===== src/rtl/bbox_pixel_walker_if.sv =====
// Bundle of the bbox-in / pixel-out signals of bbox_pixel_walker.
// The walker takes the slave modport; whoever feeds boxes and consumes pixels takes master.
interface bbox_pixel_walker_if #(
    parameter int COORD_W = 10
);
    logic               nd;
    logic               us_rfd;
    logic [COORD_W-1:0] min_x;
    logic [COORD_W-1:0] min_y;
    logic [COORD_W-1:0] max_x;
    logic [COORD_W-1:0] max_y;
    logic               ds_rfd;
    logic               rdy;
    logic [15:0]        p_x;
    logic [15:0]        p_y;
    logic [COORD_W-1:0] pix_x;
    logic [COORD_W-1:0] pix_y;
    logic               last;
    logic               done;

    modport master (
        output nd, min_x, min_y, max_x, max_y, ds_rfd,
        input  us_rfd, rdy, p_x, p_y, pix_x, pix_y, last, done
    );

    modport slave (
        input  nd, min_x, min_y, max_x, max_y, ds_rfd,
        output us_rfd, rdy, p_x, p_y, pix_x, pix_y, last, done
    );
endinterface


===== src/rtl/bbox_pixel_walker.sv =====
// Walks one screen-space bounding box in raster order and emits each pixel as FP16 and integer
// coordinates. Define PIXEL_CENTER_EN to encode p_x/p_y as the pixel centre (v + 0.5).
module bbox_pixel_walker #(
    parameter int COORD_W = 10
) (
    input logic                 clk,
    input logic                 rst,
    bbox_pixel_walker_if.slave  bus
);
    typedef enum logic {
        IDLE,
        SCAN
    } state_t;

    state_t             state_q, state_d;
    logic [COORD_W-1:0] cx_q, cx_d;
    logic [COORD_W-1:0] cy_q, cy_d;
    logic [COORD_W-1:0] min_x_q, min_x_d;
    logic [COORD_W-1:0] max_x_q, max_x_d;
    logic [COORD_W-1:0] max_y_q, max_y_d;
    logic               done_q, done_d;
    logic               at_row_end;
    logic               at_bbox_end;
    logic               xfer;

    // Positive integer w to FP16; in centre mode w holds 2v+1, so the exponent is one lower.
    function automatic logic [15:0] fp16_of(input logic [10:0] w, input logic centre);
        logic [3:0] e;
        logic [4:0] ex;
        logic [9:0] mant;
        e = 4'd0;
        for (int i = 0; i < 11; i++) begin
            if (w[i]) e = 4'(i);
        end
        mant = 10'(w << (4'd10 - e));
        ex   = centre ? (5'd14 + {1'b0, e}) : (5'd15 + {1'b0, e});
        if (w == 11'd0) fp16_of = 16'h0000;
        else            fp16_of = {1'b0, ex, mant};
    endfunction

    assign at_row_end  = (cx_q == max_x_q);
    assign at_bbox_end = at_row_end && (cy_q == max_y_q);
    assign xfer        = (state_q == SCAN) && bus.ds_rfd;

    always_ff @(posedge clk) begin
        if (rst) begin
            state_q <= IDLE;
            cx_q    <= '0;
            cy_q    <= '0;
            min_x_q <= '0;
            max_x_q <= '0;
            max_y_q <= '0;
            done_q  <= 1'b0;
        end else begin
            state_q <= state_d;
            cx_q    <= cx_d;
            cy_q    <= cy_d;
            min_x_q <= min_x_d;
            max_x_q <= max_x_d;
            max_y_q <= max_y_d;
            done_q  <= done_d;
        end
    end

    // Empty boxes never enter SCAN; they only earn the done pulse so upstream can move on.
    always_comb begin
        state_d = state_q;
        cx_d    = cx_q;
        cy_d    = cy_q;
        min_x_d = min_x_q;
        max_x_d = max_x_q;
        max_y_d = max_y_q;
        done_d  = 1'b0;
        case (state_q)
            IDLE: begin
                if (bus.nd) begin
                    if ((bus.min_x > bus.max_x) || (bus.min_y > bus.max_y)) begin
                        done_d = 1'b1;
                    end else begin
                        min_x_d = bus.min_x;
                        max_x_d = bus.max_x;
                        max_y_d = bus.max_y;
                        cx_d    = bus.min_x;
                        cy_d    = bus.min_y;
                        state_d = SCAN;
                    end
                end
            end
            SCAN: begin
                if (xfer) begin
                    if (!at_row_end) begin
                        cx_d = cx_q + COORD_W'(1);
                    end else if (!at_bbox_end) begin
                        cx_d = min_x_q;
                        cy_d = cy_q + COORD_W'(1);
                    end else begin
                        state_d = IDLE;
                        done_d  = 1'b1;
                    end
                end
            end
            default: state_d = IDLE;
        endcase
    end

    assign bus.us_rfd = (state_q == IDLE);
    assign bus.rdy    = (state_q == SCAN);
    assign bus.last   = (state_q == SCAN) && at_bbox_end;
    assign bus.done   = done_q;
    assign bus.pix_x  = cx_q;
    assign bus.pix_y  = cy_q;

`ifdef PIXEL_CENTER_EN
    assign bus.p_x = fp16_of((11'(cx_q) << 1) | 11'd1, 1'b1);
    assign bus.p_y = fp16_of((11'(cy_q) << 1) | 11'd1, 1'b1);
`else
    assign bus.p_x = fp16_of(11'(cx_q), 1'b0);
    assign bus.p_y = fp16_of(11'(cy_q), 1'b0);
`endif

endmodule

===== src/flat_wrapper.sv =====
// flat-port wrapper written by rule: the top's interface ports become plain ports
module bbox_pixel_walker_flat 
#(
    parameter int COORD_W = 10
)
  (clk, rst, bus_nd, bus_min_x, bus_min_y, bus_max_x, bus_max_y, bus_ds_rfd, bus_us_rfd, bus_rdy, bus_p_x, bus_p_y, bus_pix_x, bus_pix_y, bus_last, bus_done);
  bbox_pixel_walker_if #(.COORD_W(COORD_W)) bus_i ();
  input logic clk;
  input logic rst;
  input wire logic [$bits(bus_i.nd)-1:0] bus_nd;
  input wire logic [$bits(bus_i.min_x)-1:0] bus_min_x;
  input wire logic [$bits(bus_i.min_y)-1:0] bus_min_y;
  input wire logic [$bits(bus_i.max_x)-1:0] bus_max_x;
  input wire logic [$bits(bus_i.max_y)-1:0] bus_max_y;
  input wire logic [$bits(bus_i.ds_rfd)-1:0] bus_ds_rfd;
  output wire logic [$bits(bus_i.us_rfd)-1:0] bus_us_rfd;
  output wire logic [$bits(bus_i.rdy)-1:0] bus_rdy;
  output wire logic [$bits(bus_i.p_x)-1:0] bus_p_x;
  output wire logic [$bits(bus_i.p_y)-1:0] bus_p_y;
  output wire logic [$bits(bus_i.pix_x)-1:0] bus_pix_x;
  output wire logic [$bits(bus_i.pix_y)-1:0] bus_pix_y;
  output wire logic [$bits(bus_i.last)-1:0] bus_last;
  output wire logic [$bits(bus_i.done)-1:0] bus_done;
  assign bus_i.nd = bus_nd;
  assign bus_i.min_x = bus_min_x;
  assign bus_i.min_y = bus_min_y;
  assign bus_i.max_x = bus_max_x;
  assign bus_i.max_y = bus_max_y;
  assign bus_i.ds_rfd = bus_ds_rfd;
  assign bus_us_rfd = bus_i.us_rfd;
  assign bus_rdy = bus_i.rdy;
  assign bus_p_x = bus_i.p_x;
  assign bus_p_y = bus_i.p_y;
  assign bus_pix_x = bus_i.pix_x;
  assign bus_pix_y = bus_i.pix_y;
  assign bus_last = bus_i.last;
  assign bus_done = bus_i.done;
  bbox_pixel_walker #(.COORD_W(COORD_W)) u_core (.clk(clk), .rst(rst), .bus(bus_i));
endmodule

===== config.mk =====
export PLATFORM = sky130hd
export DESIGN_NAME = bbox_pixel_walker_flat
export DESIGN_NICKNAME = d
export VERILOG_FILES = /design/src/rtl/bbox_pixel_walker_if.sv /design/src/rtl/bbox_pixel_walker.sv /design/src/flat_wrapper.sv
export SDC_FILE = /design/constraint.sdc
export NUM_CORES = 1
export LEC_CHECK = 0
export CAP_MARGIN = 10
export CORE_ASPECT_RATIO = 0.6
export CORE_MARGIN = 2
export CORE_UTILIZATION = 56
export CTS_CLUSTER_DIAMETER = 200
export CTS_CLUSTER_SIZE = 24
export DETAILED_ROUTE_END_ITERATION = 6
export PLACE_DENSITY = 0.89
export SETUP_SLACK_MARGIN = 0.3
export SLEW_MARGIN = 10
export SYNTH_ARGS = -nofsm -noshare
export SYNTH_HDL_FRONTEND = slang
export SYNTH_SLANG_ARGS = --single-unit
export TNS_END_PERCENT = 5

===== constraint.sdc =====
create_clock -name clk -period 7.45 [get_ports clk]
set_input_delay 1.49 -clock clk [delete_from_list [all_inputs] [get_ports clk]]
set_output_delay 1.49 -clock clk [all_outputs]
set_load 0.05 [all_outputs]

==> impl_metrics.yaml <==
outcome:
  status: "complete, no violations"
place:
  gp_congestion: 0.921
  dp_worst_setup_slack_ns: 1.73
  portBuffers: 97
  hpwl_mm: 9.68
clock_tree:
  clock-sinks: 52
  clkSlewWorstSetupHoldPaths_ns: 0.07
  cts.path.max_buffers: 2
  cts_tree: "done"
  post_cts_buffers: 0
  htree_levels: 2
  clk_latency_ns: 0.30
  cts_resized: 0
  ctsHoldBuffers: 0
  cts_inserted_buffers: 5
  root_buffer: "clkbuf_16"
pwr:
  p_leak_nw: 2.15
  vdd_drop_max_mv: 0.253
  p_per_area_nw_per_um2: 294
synthesis:
  yosys_warnings: 0
  synthArstFlopShare_pct: 0
  netlist_instances: 577
  synth_top_cell_area_share_pct: 22.8
  ys_seq_elements: 52
  synth.distinct_cells: 73
  synth_xor_area_share_pct: 6.50
  yosys.area.top_type: "dfxtp_1"
  synth-simple-area-share_pct: 20.3
  yosysMostFrequentCell: "nor2_1"
  synthMuxAreaShare_pct: 10.6
  synth_ff_type: "dfxtp_1"
  synth_area_per_cell_um2: 7.90
  synth_top_family_by_area: "compound AO/OA/AOI/OAI gates"
  synth_top_cells_by_count: "nor2_1 (72), dfxtp_1 (52), a21oi_1 (42)"
  synth_compound_area_share_pct: 22.8
  yosys-top-cells-area: "dfxtp_1 (23%), mux2i_1 (7.9%), ha_1 (7.7%)"
  ys_seq_area_share_pct: 22.8
  synth_area_um2: 4560
  synth-edff-count: 0
  synthAdderAreaFrac_pct: 7.68
cells_and_area:
  fin_nets: 712
  multiInputGateArea_um2: 3100
  antenna_cells: 0
  final_layout_size_suffix_gt1_share_pct: 7.18
  postLayoutCoreUtil_pct: 71.0
  syn_to_final_growth_pct: 22.7
  n_fill_cell: 641
  register_area_um2: 1040
die:
  die-area_um2: 8910
  die_h_um: 73.9
  core_um2: 7880
  start_util_pct: 57.9
  fp.dieW_um: 121
  rows: 25
  top_level_ports: 100
sta:
  clock_skew_ns: 0.00483
  finalCritPeriodShare_pct: 81.9
  worstMarginPinSlew_ns: 1.02
  fin_crit_ns: 6.10
  rsz0062_at_grt: "false"
  whs_ns: 0.496
  fin_tns_setup_ns: 0
  fmax_mhz: 164
  setup_ws_ns: 1.35
  finalMaxSlewViolations: 0
  finalSetupViolCount: 0
  hold_viol: 0
  relSlewSlack_pct: 31.9
route:
  viasPerCell: 6.28
  drt_pre_antenna_iters: 6
  ant_nets: 0
  vias: 4705
  drc: 0
  drt_wl_total_mm: 13.6
  drt_iter0_drc: 534
  avgRoutedWirePerCell_um: 18.1
worst_setup_path:
  cp-start-kind: "register"
  worstPathArrival_ns: 4.61
  worst-path-max-fanout: 13
  crit_type: "reg -> out"
  cp-end-kind: "output pin"
  cp.required_ns: 5.96
min_path:
  hold_path_class: "reg -> reg"
run:
  maxCapViolations: 0
global_route:
  grt_start_max_net_pins: 57
  grt_pass1_vias: 4404
  grt_pass1_wl_mm: 21.9
  grt_antenna_before_repair: 0
  grt-busiest-layer: "met2"
  gr-total-overflow: 0
  grt.met1_usage_pct: 42.6
  track_usage_pct: 30.7
  met2_usage_pct: 49.3
  grt_use_met3_pct: 5.90
[worst max-delay path, stage by stage, from the launching register on]
cell and delay, ns:
dfxtp_1 0.60, inv_1 0.16, a21oi_1 0.16, o21ai_0 0.11, a21oi_1 0.81, inv_1 0.19
ha_1 0.57, clkinv_1 0.31, mux2_2 0.34, a211oi_1 0.24, clkdlybuf4s50_1 0.84
[kinds of logic after synthesis]
group,after synthesis
simple gates,186
compound gates,142
buf+inv,92
flops,52
mux,43
xor+xnor,33
fa+ha+maj,28
other cells,1
[worst paths after layout]
check / start / end / slack [ns] / cells past startpoint
setup / recovery: u_core.bus.pix_y[3]$_SDFFE_PP0P_ / bus_p_y[7] / 1.35 / 10
hold / removal: u_core.min_x_q[7]$_SDFFE_PP0P_ / u_core.min_x_q[7]$_SDFFE_PP0P_ / 0.50 / 2
setup reg to reg: u_core.bus.pix_x[7]$_SDFFE_PP0P_ / u_core.bus.pix_y[5]$_SDFFE_PP0P_ / 4.30 / 8
hold reg to reg: u_core.min_x_q[7]$_SDFFE_PP0P_ / u_core.min_x_q[7]$_SDFFE_PP0P_ / 0.50 / 2
[area by class of cell]
cell class              instances  area share (%)
repair buffers                101            17.8
multi-input cells             434            55.4
well taps                     108            2.41
inverters                      46            3.11
flip-flops and latches         52            18.6
clock inverters                 2           0.179
clock buffers                   6            2.48
[power breakdown]
| group | switching (mW) | leakage (nW) | internal, mW | total, mW |
|---|---|---|---|---|
| combinational | 0.681 | 1.65 | 0.370 | 1.05 |
| clock | 0.105 | 0.0766 | 0.133 | 0.238 |
| sequential | 0.0518 | 0.425 | 0.302 | 0.354 |
[routing by layer]
metal	vias up	part of all wire, %
li1	2189	-
met1	2199	44
met2	287	45
met3	30	9.2
met4	0	1.3
met5	-	0
[stage by stage]
| step | power [mW] | instances | instance area (µm²) |
|---|---|---|---|
| after floorplan | 1.11 | 578 | 4560 |
| after global placement | 1.38 | 741 | 5450 |
| after detailed placement | 1.39 | 741 | 5450 |
| after CTS | 1.63 | 749 | 5600 |
| after global routing | 1.73 | 749 | 5600 |
| final | 1.64 | 749 | 5600 |
[layout by cell type, fill, tap and decap left out, drive strengths merged, types with 3 or more instances in the layout]
cell type      instances
a211o                  3
a211oi                24
a21o                   5
a21oi                 42
a31o                   3
a31oi                  9
and2                   5
and3                   7
and4                   3
buf                    5
clkbuf                 6
clkdlybuf4s50         96
clkinv                 6
dfxtp                 52
ha                    28
inv                   42
mux2                   3
mux2i                 36
mux4                   4
nand2                 31
nand2b                 4
nand3                 18
nand4                 11
nor2                  73
nor2b                  7
nor3                  14
nor4                   7
o211ai                 3
o21a                   4
o21ai                 15
o22ai                  6
o31ai                  3
or3                    3
xnor2                 15
xor2                  18
[flip-flops by register name (all words and copies together) (netlist names)]
register / cells
u_core.max_y_q: 10
u_core.bus.rdy: 1
u_core.bus.pix_y: 10
u_core.max_x_q: 10
u_core.bus.pix_x: 10
u_core.bus.done: 1
u_core.min_x_q: 10
No activity file was read; power rests on OpenSTA's default activity.
